File: config.mk
export PLATFORM = sky130hd
export DESIGN_NAME = note_sequencer
export DESIGN_NICKNAME = d
export VERILOG_FILES = /design/src/rtl/note_pkg.sv /design/src/rtl/song_rom.sv /design/src/rtl/note_sequencer.sv
export SDC_FILE = /design/constraint.sdc
export NUM_CORES = 1
export LEC_CHECK = 0
export ABC_AREA = 1
export BUFFER_PORTS_ARGS = -buffer_cell sky130_fd_sc_hd__buf_4
export CORE_MARGIN = 5
export CORE_UTILIZATION = 55
export DETAILED_ROUTE_END_ITERATION = 10
export GPL_TIMING_DRIVEN = 0
export HOLD_SLACK_MARGIN = 0.05
export PLACE_DENSITY = 0.85
export SLEW_MARGIN = 20
export SYNTH_ARGS = -nofsm -noshare
export SYNTH_HDL_FRONTEND = slang
export SYNTH_SLANG_ARGS = --single-unit
File: constraint.sdc
create_clock -name clk -period 1.95 [get_ports clk]
set_clock_uncertainty 0.2 [all_clocks]
set_input_delay 0.2925 -clock clk [delete_from_list [all_inputs] [get_ports clk]]
set_output_delay 0.2925 -clock clk [all_outputs]
set_load 0.01 [all_outputs]
File: src/rtl/note_pkg.sv
// Shared definitions for the automatic song player: FSM states, note codes,
// ROM word layout and the beat-rate divider helper.
package note_pkg;

  typedef enum logic [2:0] {
    S_IDLE,
    S_FETCH,
    S_LOAD,
    S_PLAY,
    S_GAP,
    S_PAUSE,
    S_DONE
  } state_e;

  // Note codes, same encoding as the keypad path into F_CODE
  localparam logic [3:0] NOTE_REST       = 4'd0;
  localparam logic [3:0] NOTE_LOW_FIRST  = 4'd1;
  localparam logic [3:0] NOTE_LOW_LAST   = 4'd5;
  localparam logic [3:0] NOTE_MID_FIRST  = 4'd6;
  localparam logic [3:0] NOTE_MID_LAST   = 4'd10;
  localparam logic [3:0] NOTE_HIGH_FIRST = 4'd11;
  localparam logic [3:0] NOTE_HIGH_LAST  = 4'd15;

  // Song ROM word: [7:4] duration in beat units (0 = end marker), [3:0] note
  localparam int WORD_W   = 8;
  localparam int DUR_MSB  = 7;
  localparam int DUR_LSB  = 4;
  localparam int NOTE_MSB = 3;
  localparam int NOTE_LSB = 0;

  // Clock cycles per duration unit; CLK_HZ must be an exact multiple of BEAT_HZ
  function automatic int tick_div(input int clk_hz, input int beat_hz);
    return clk_hz / beat_hz;
  endfunction

endpackage

File: src/rtl/song_rom.sv
// Synchronous song ROM, one-cycle read latency. Contents come from the SONG
// parameter, which is generated from the song memory file (word i occupies
// bits [8*i+7 : 8*i]). Sequencing lives entirely in note_sequencer.
module song_rom
  import note_pkg::*;
#(
  parameter int                               ADDR_W = 8,
  parameter logic [WORD_W*(2**ADDR_W)-1:0]    SONG   = '0
) (
  input  logic              clk,
  input  logic [ADDR_W-1:0] addr_i,
  output logic [WORD_W-1:0] data_o
);

  logic [WORD_W-1:0] data_q;

  // Registered read of the addressed song word
  always_ff @(posedge clk) begin
    data_q <= SONG[{addr_i, 3'b000} +: WORD_W];
  end

  assign data_o = data_q;

endmodule

File: src/rtl/note_sequencer.sv
// Automatic song player feeding F_CODE/SPKER: walks the song ROM of
// (duration, note) words at the beat rate, silences the tail of every note
// for an articulation gap, and supports start, stop and pause/resume.
// Optional build macro NOTE_SEQ_LOOP_EN: replay the song from address 0 at
// its end marker instead of stopping in DONE.
module note_sequencer
  import note_pkg::*;
#(
  parameter int                            CLK_HZ  = 25_000_000,
  parameter int                            BEAT_HZ = 8,
  parameter int                            GAP_CYC = 250_000,
  parameter int                            ADDR_W  = 8,
  parameter logic [WORD_W*(2**ADDR_W)-1:0] SONG    = '0
) (
  input  logic              clk,
  input  logic              rst_n,
  input  logic              start_i,
  input  logic              stop_i,
  input  logic              pause_i,
  output logic [3:0]        note_o,
  output logic              sounding_o,
  output logic              busy_o,
  output logic [ADDR_W-1:0] addr_o,
  output logic              done_o
);

  localparam int TICK_DIV = tick_div(CLK_HZ, BEAT_HZ);
  localparam int TW       = (TICK_DIV > 1) ? $clog2(TICK_DIV) : 1;

  localparam logic [TW-1:0]     TICK_LAST = TW'(TICK_DIV - 1);
  // Last sounding tick of a note's final beat unit; the gap fills the rest
  localparam logic [TW-1:0]     GAP_START = TW'(TICK_DIV - 1 - GAP_CYC);
  localparam logic [TW-1:0]     TICK_ONE  = TW'(1);
  localparam logic [ADDR_W-1:0] ADDR_ONE  = ADDR_W'(1);
  localparam logic [ADDR_W-1:0] ADDR_LAST = '1;

  state_e            state_q, state_d;
  state_e            ret_q, ret_d;
  logic [ADDR_W-1:0] addr_q, addr_d;
  logic [3:0]        note_q, note_d;
  logic [TW-1:0]     tick_q, tick_d;
  logic [3:0]        rem_q, rem_d;
  logic              snd_q, snd_d;
  logic              busy_q, busy_d;
  logic              done_q, done_d;

  logic              advance;
  logic              end_act;

  logic [WORD_W-1:0] rom_data;
  logic [3:0]        rom_dur;
  logic [3:0]        rom_note;

  song_rom #(
    .ADDR_W (ADDR_W),
    .SONG   (SONG)
  ) u_rom (
    .clk    (clk),
    .addr_i (addr_q),
    .data_o (rom_data)
  );

  assign rom_dur  = rom_data[DUR_MSB:DUR_LSB];
  assign rom_note = rom_data[NOTE_MSB:NOTE_LSB];

  // Next-state and registered-output logic; stop beats start beats pause
  always_comb begin
    state_d = state_q;
    ret_d   = ret_q;
    addr_d  = addr_q;
    note_d  = note_q;
    tick_d  = tick_q;
    rem_d   = rem_q;
    done_d  = 1'b0;
    advance = 1'b0;
    end_act = 1'b0;

    if (stop_i) begin
      state_d = S_IDLE;
      ret_d   = S_IDLE;
      addr_d  = '0;
      note_d  = NOTE_REST;
      tick_d  = '0;
      rem_d   = '0;
    end else if (start_i) begin
      state_d = S_FETCH;
      ret_d   = S_IDLE;
      addr_d  = '0;
      note_d  = NOTE_REST;
      tick_d  = '0;
      rem_d   = '0;
    end else begin
      unique case (state_q)
        S_FETCH: state_d = S_LOAD;
        S_LOAD: begin
          if (rom_dur == 4'd0) begin
            end_act = 1'b1;
          end else begin
            note_d  = rom_note;
            rem_d   = rom_dur;
            tick_d  = '0;
            state_d = S_PLAY;
          end
        end
        S_PLAY: begin
          if (pause_i) begin
            ret_d   = S_PLAY;
            state_d = S_PAUSE;
          end else if (rem_q == 4'd1 && tick_q == GAP_START) begin
            if (GAP_CYC == 0) begin
              advance = 1'b1;
            end else begin
              tick_d  = tick_q + TICK_ONE;
              state_d = S_GAP;
            end
          end else if (tick_q == TICK_LAST) begin
            tick_d = '0;
            rem_d  = rem_q - 4'd1;
          end else begin
            tick_d = tick_q + TICK_ONE;
          end
        end
        S_GAP: begin
          if (pause_i) begin
            ret_d   = S_GAP;
            state_d = S_PAUSE;
          end else if (tick_q == TICK_LAST) begin
            advance = 1'b1;
          end else begin
            tick_d = tick_q + TICK_ONE;
          end
        end
        S_PAUSE: begin
          if (pause_i) state_d = ret_q;
        end
        default: ;
      endcase

      // Next word; stepping past the top address counts as an end marker
      if (advance) begin
        tick_d = '0;
        rem_d  = '0;
        if (addr_q == ADDR_LAST) begin
          end_act = 1'b1;
        end else begin
          addr_d  = addr_q + ADDR_ONE;
          state_d = S_FETCH;
        end
      end

      if (end_act) begin
        done_d = 1'b1;
        note_d = NOTE_REST;
        tick_d = '0;
        rem_d  = '0;
`ifdef NOTE_SEQ_LOOP_EN
        // An end marker at address 0 means an empty song: stop, don't spin
        if (state_q == S_LOAD && addr_q == '0) begin
          state_d = S_DONE;
        end else begin
          addr_d  = '0;
          state_d = S_FETCH;
        end
`else
        state_d = S_DONE;
`endif
      end
    end

    snd_d  = (state_d == S_PLAY) && (note_d != NOTE_REST);
    busy_d = (state_d != S_IDLE) && (state_d != S_DONE);
  end

  // State, counters and registered outputs
  always_ff @(posedge clk or negedge rst_n) begin
    if (!rst_n) begin
      state_q <= S_IDLE;
      ret_q   <= S_IDLE;
      addr_q  <= '0;
      note_q  <= NOTE_REST;
      tick_q  <= '0;
      rem_q   <= '0;
      snd_q   <= 1'b0;
      busy_q  <= 1'b0;
      done_q  <= 1'b0;
    end else begin
      state_q <= state_d;
      ret_q   <= ret_d;
      addr_q  <= addr_d;
      note_q  <= note_d;
      tick_q  <= tick_d;
      rem_q   <= rem_d;
      snd_q   <= snd_d;
      busy_q  <= busy_d;
      done_q  <= done_d;
    end
  end

  assign note_o     = note_q;
  assign sounding_o = snd_q;
  assign busy_o     = busy_q;
  assign addr_o     = addr_q;
  assign done_o     = done_q;

endmodule

## Yosys cells after proc, flatten, opt, wreduce, memory -nomap -nowiden

Cells that the tools add are included.
W data, S select, Z words.

- Register bits: 55
- Input port bits: 5

- $add $sub $neg: 3
- Equal/unequal tests: 20
- Shift-type cells: 1
- Mux-type cells: 59
- Reduce and logical (&&, ||, !) cells: 14

Operator list:

| operator | count |
|---|---|
| $shiftx A2048 B12 Y8 const A | 1 |
| $mux W22 | 10 |
| $pmux W22 S3 | 1 |
| $mux W4 | 13 |
| $eq A22 B22 Y1 const B | 2 |
| $mux W3 | 14 |
| $ne A6 B6 Y1 const B | 6 |
| $mux W8 | 4 |
| $add A22 B1 Y22 const B | 1 |
| $pmux W3 S5 | 1 |
| $mux W1 | 14 |
| $reduce_and A5 Y1 | 2 |
| $eq A3 B2 Y1 const B | 3 |
| $add A8 B1 Y8 const B | 1 |
| $eq A8 B8 Y1 const B | 1 |
| $ne A4 B4 Y1 const B | 2 |
| $pmux W4 S2 | 1 |
| $reduce_bool A4 Y1 | 2 |
| $reduce_bool A7 Y1 | 1 |
| $eq A3 B3 Y1 const B | 2 |
| $ne A3 B3 Y1 const B | 2 |
| $pmux W3 S2 | 1 |
| $reduce_bool A3 Y1 | 2 |
| $reduce_bool A6 Y1 | 1 |
| other kinds (7) | 9 |

## Longest topological paths before layout

- Depth after elaboration: 14
- Gate-level depth with buffers: 13
- Gate-level depth less buffers: 13

## By module

Synthesis repeated with hierarchy kept, for this count alone.

- Cell total of the unflattened synthesis: 429
- Area, all modules: 3084.2 µm²

By module, submodules not included:

| module | instances | cells each | area an instance (µm²) | sequential area each (µm²) |
|---|---|---|---|---|
| note_sequencer | 1 | 420 | 3020.4 | 1151.1 |
| song_rom | 1 | 9 | 63.8 | 0.0 |

## Worst setup path after synthesis

No wires, ideal clock.

- Kind: reg2reg
- From: register tick_q[0]
- To: register tick_q[3]
- Arrival: 1.519 ns
- Data required time: 1.623 ns
- Slack: 0.104 ns
- Cell stages (with the launch flop): 13
- Clock period less this slack: 1.846 ns
- Cell sequence: dfrtp_1 ha_1 nand2_1 nor2_2 nand2_1 nor2_2 nand3_2 nand2_2 inv_2 nand2_2 nand2_2 clkinv_2 nor3b_2

- Word-level cells in the longest chain between the ends: 12
- Elaborated cells on any way between the ends: 28
- Those cells by class: 1 x add/sub; 6 x eq/ne; 18 x mux; 3 x reduce/logical

RTL lines:

| element | RTL line | source |
|---|---|---|
| from (decl) | note_sequencer.sv:41 | `logic [TW-1:0] tick_q, tick_d;` |
| from (signal assigned) | note_sequencer.sv:191 | `tick_q <= tick_d;` |
| parallel branches: the longest is 12 deep, another holds $add A22 B1 Y22 | n/a |  |

Several ways; the timed one is not identified. The select of a mux whose other input is x is not followed.
A chain may end at the register's enable or synchronous reset.

## Worst setup path in the final report

- From: register tick_q[18]
- To: register rem_q[0]

- Word-level cells in the longest chain between the ends: 12
- Elaborated cells on any way between the ends: 21
- Those cells by class: 6 x eq/ne; 12 x mux; 3 x reduce/logical

RTL lines:

| element | RTL line | source |
|---|---|---|
| parallel branches: the longest is 12 deep, another holds $eq A22 B22 Y1 | n/a |  |
| to (signal assigned) | note_sequencer.sv:192 | `rem_q <= rem_d;` |
| to (decl) | note_sequencer.sv:42 | `logic [3:0] rem_q, rem_d;` |

Several ways; the timed one is not identified. The select of a mux whose other input is x is not followed.

==> metrics.md <==
| Metric | Value |
|---|---|
| Pin count of the biggest net entering global routing | `47` |
| Dominant synthesized flop cell | `dfrtp_1` |
| Maximum VDD drop | `519 µV` |
| Met2 wire length | `4590 µm` |
| Final std cells w/o fill | `528` |
| Share of layout cells above drive strength 1 | `28.4%` |
| Synth cell count leaders | `nand2_1, inv_1, nor2_1, dfrtp_1, nand3_1` |
| Clock latency on the worst-skew pair | `310 ps` |
| CP Launch Type | `flop` |
| Mean Syn Cell Area | `7.14 µm²` |
| Routed len/inst | `17.1 µm` |
| Deepest clock path buffer count | `2` |
| GRT Util Overall | `23.5%` |
| Pwr Total | `2700 µW` |
| Warnings, synthesis | `0` |
| Clock network power share | `23.1%` |
| DRT Pass-1 Iters | `5` |
| Layout area overhead | `28.5%` |
| # IOs | `20` |
| Multi-input gate area | `1820 µm²` |
| Critical path's largest stage delay | `440 ps` |
| Crit path buffers/inverters | `1` |
| Vias | `3157` |
| Clk sinks | `46` |
| Max stage delay cell, worst path | `dfrtp_1` |
| Input/output buffers | `19` |
| Htree depth | `2` |
| Post-synthesis cell count | `411` |
| Drt total wl | `9020 µm` |
| Slew Limit Fails | `0` |
| Vias in the first global route | `2964` |
| Starting Density | `57.1%` |
| Max Cap Viol | `0` |
| Cell Chain, Critical Path | `nand4_1, nor2_2, nand3_4, nand2_4, inv_4, nand2_4, nand3b_1, nand2_1, o21ai_2` |
| DR vias/cell | `5.98` |
| GRT overflow | `0` |
| Synth top area cells | `dfrtp_1, nand2_1, inv_1` |
| EDFF count, synth | `0` |
| Unrepaired setup endpoints after global routing | `yes` |
| Fmax | `462 MHz` |
| FILL cells | `370` |
| Logic pwr share | `38.0%` |
| Ant diodes | `0` |
| Worst slew pin tran | `593 ps` |
| Seq pwr share | `39.0%` |
| Register area share after synthesis | `39.2%` |
| Hold Path Class | `in2reg` |
| CP Class | `reg2reg` |
| Final GP Congestion | `0.909` |
| Final Net Count | `467` |
| Synthesized cell area | `2940 µm²` |
| Cell Int Power | `1650 µW` |
| Total core area | `5140 µm²` |
| Switching portion of total power | `38.9%` |
| Setup WS post-layout | `-213 ps` |
| Slew headroom | `60.5%` |
| Starting DRT DRC Count | `355` |
| Crit path DAT | `2160 ps` |
| Final setup fails | `35` |
| Switching power of the nets | `1050 µW` |
| Post-route minimum period | `2160 ps` |
| First-pass GRT wire length | `13500 µm` |
| Placed Cells | `500` |
| Number of synthesized register bits | `46` |
| CTS buffer count | `5` |
| Die W | `83.1 µm` |
| Post-Syn Nets | `421` |
| Post-route ant nets | `0` |
| Crit-path max FO | `4` |
| Period utilisation layout | `111%` |
| Pleak | `0.00171 µW` |
| Yosys top cell by area | `dfrtp_1` |
| Synth top area share | `39.2%` |
| WHS | `72.1 ps` |
| Final hold viol count | `0` |
| CP Capture Type | `flop` |
| Clock-pin slew on the worst setup and hold paths | `90 ps` |
| Most frequent CP cell | `nand2_4` |
| FFs w/ async S/R, synth | `100%` |
| Failing checks | `setup timing` |
| Antenna violations before repair | `0` |
| Die area | `6900 µm²` |
| Top Family by Delay on Critical Path | `simple AND/OR/NAND/NOR gates` |
| Most frequent cell after synthesis | `nand2_1` |
| Required time of the critical path | `1940 ps` |
| Cell Rows | `26` |
| Die Ht | `83.1 µm` |
| Wl on met1 | `3390 µm` |
| Root buffer cell | `clkbuf_8` |
| Pwr dens | `716 nW/µm²` |
| Unique cell type count in the Yosys netlist | `34` |
| DR top layer | `met4` |
| TNS Setup | `-3250 ps` |
| Sequential standard cell area | `1150 µm²` |
| Post-DP HPWL | `5610 µm` |
| CTS tree | `yes` |
| Number of remaining DRC errors | `0` |
| Run status | `finished, violations left` |
| Met3 Wirelength | `692 µm` |
==> per-stage QoR <==
stage	utilization, %	worst slack [ps]	area [µm²]
2_1_floorplan	-	104	2940
3_3_place_gp	61.6	-260	3170
3_5_place_dp	61.6	-293	3170
4_1_cts	67.4	-52.9	3460
5_1_grt	73.4	-337	3770
6_report	73.4	-213	3770
==> cells by family after synthesis <==
kind of cell    count (synthesis)  share of synthesized area (%)
fa+ha+maj                       5                           2.13
xor+xnor                        5                           1.49
flops                          46                           39.2
compound gates                 56                           10.3
simple gates                  231                           37.2
buf+inv                        68                           9.72
==> final timing paths <==
path / slack (ps) / to / depth (start not counted) / start
setup / recovery: -210 / rem_q[0] / 9 / tick_q[18]
hold / removal: 70 / rem_q[3] / 4 / start_i
setup reg to reg: -210 / rem_q[0] / 9 / tick_q[18]
hold reg to reg: 350 / rem_q[1] / 2 / rem_q[1]
max in group asynchronous: 790 / state_q[2] / 2 / rst_n
min in group asynchronous: 320 / rem_q[3] / 2 / rst_n
==> per-layer routing <==
layer  track usage [%]  vias up
met5                 0        -
met4              9.06        0
met3              4.75       47
met2              41.3      194
met1              28.1     1480
li1                  -     1436
==> worst register-to-register path, cell delays in order (launching register included) <==
cell,delay [ps]
dfrtp_1,440
nand4_1,270
nor2_2,340
nand3_4,150
nand2_4,120
inv_4,60
nand2_4,60
nand3b_1,180
nand2_1,150
o21ai_2,70
==> timing repair <==
item                       4_1_cts  5_1_grt
hold endpoints to repair        46        0
gates cloned                     1        0
buffers inserted                 6       12
resized for setup               31       56
setup endpoints to repair       38       37
hold buffers                     1        0
pin swaps                        5       18
==> layout make-up <==
cell class,instances,share of cell area [%]
buffer,4,1.16
clock buffer,6,2.19
clock inverter,2,0.332
inverter,64,6.74
multi-input combinational,298,48.4
sequential,46,30.6
tap,70,2.32
timing repair buffer,38,8.26
==> power by group through the flow <==
stage | Clock (µW) | Sequential [µW] | Combinational, µW
3_5_place_dp | 0 | 1050 | 676
3_3_place_gp | 0 | 1050 | 654
5_1_grt | 669 | 1060 | 1080
6_report | 623 | 1050 | 1030
2_1_floorplan | 0 | 1050 | 484
4_1_cts | 636 | 1030 | 807
==> cells in the final DEF, fill, tap and decap left out, types with 2 or more instances in the layout <==
master,instances
a21oi_2,3
inv_4,2
a21oi_1,16
nor3_4,2
ha_1,3
nor2_4,13
clkbuf_8,7
nand3_4,3
nand3b_1,3
o21ai_0,21
nor3_2,3
inv_2,5
nand2_4,6
buf_6,5
dfrtp_2,3
a31oi_1,5
o21a_1,2
ha_4,2
nor3_1,8
nand4_1,12
o21ai_2,3
nand2_2,11
nand3_2,5
nand2_1,80
dfrtp_1,43
inv_1,55
clkinvlp_4,2
nor2_1,42
nand2_8,2
nand3_1,24
o21ai_1,3
xor2_1,5
buf_4,34
nor2_2,11
==> state kept, by name, indices dropped and copies added, names as in the netlist <==
name,count
addr_o,8
state_q,3
rem_q,4
tick_q,22
busy_o,1
note_o,4
done_o,1
ret_q,2
sounding_o,1
No activity file was read; power rests on OpenSTA's default activity.
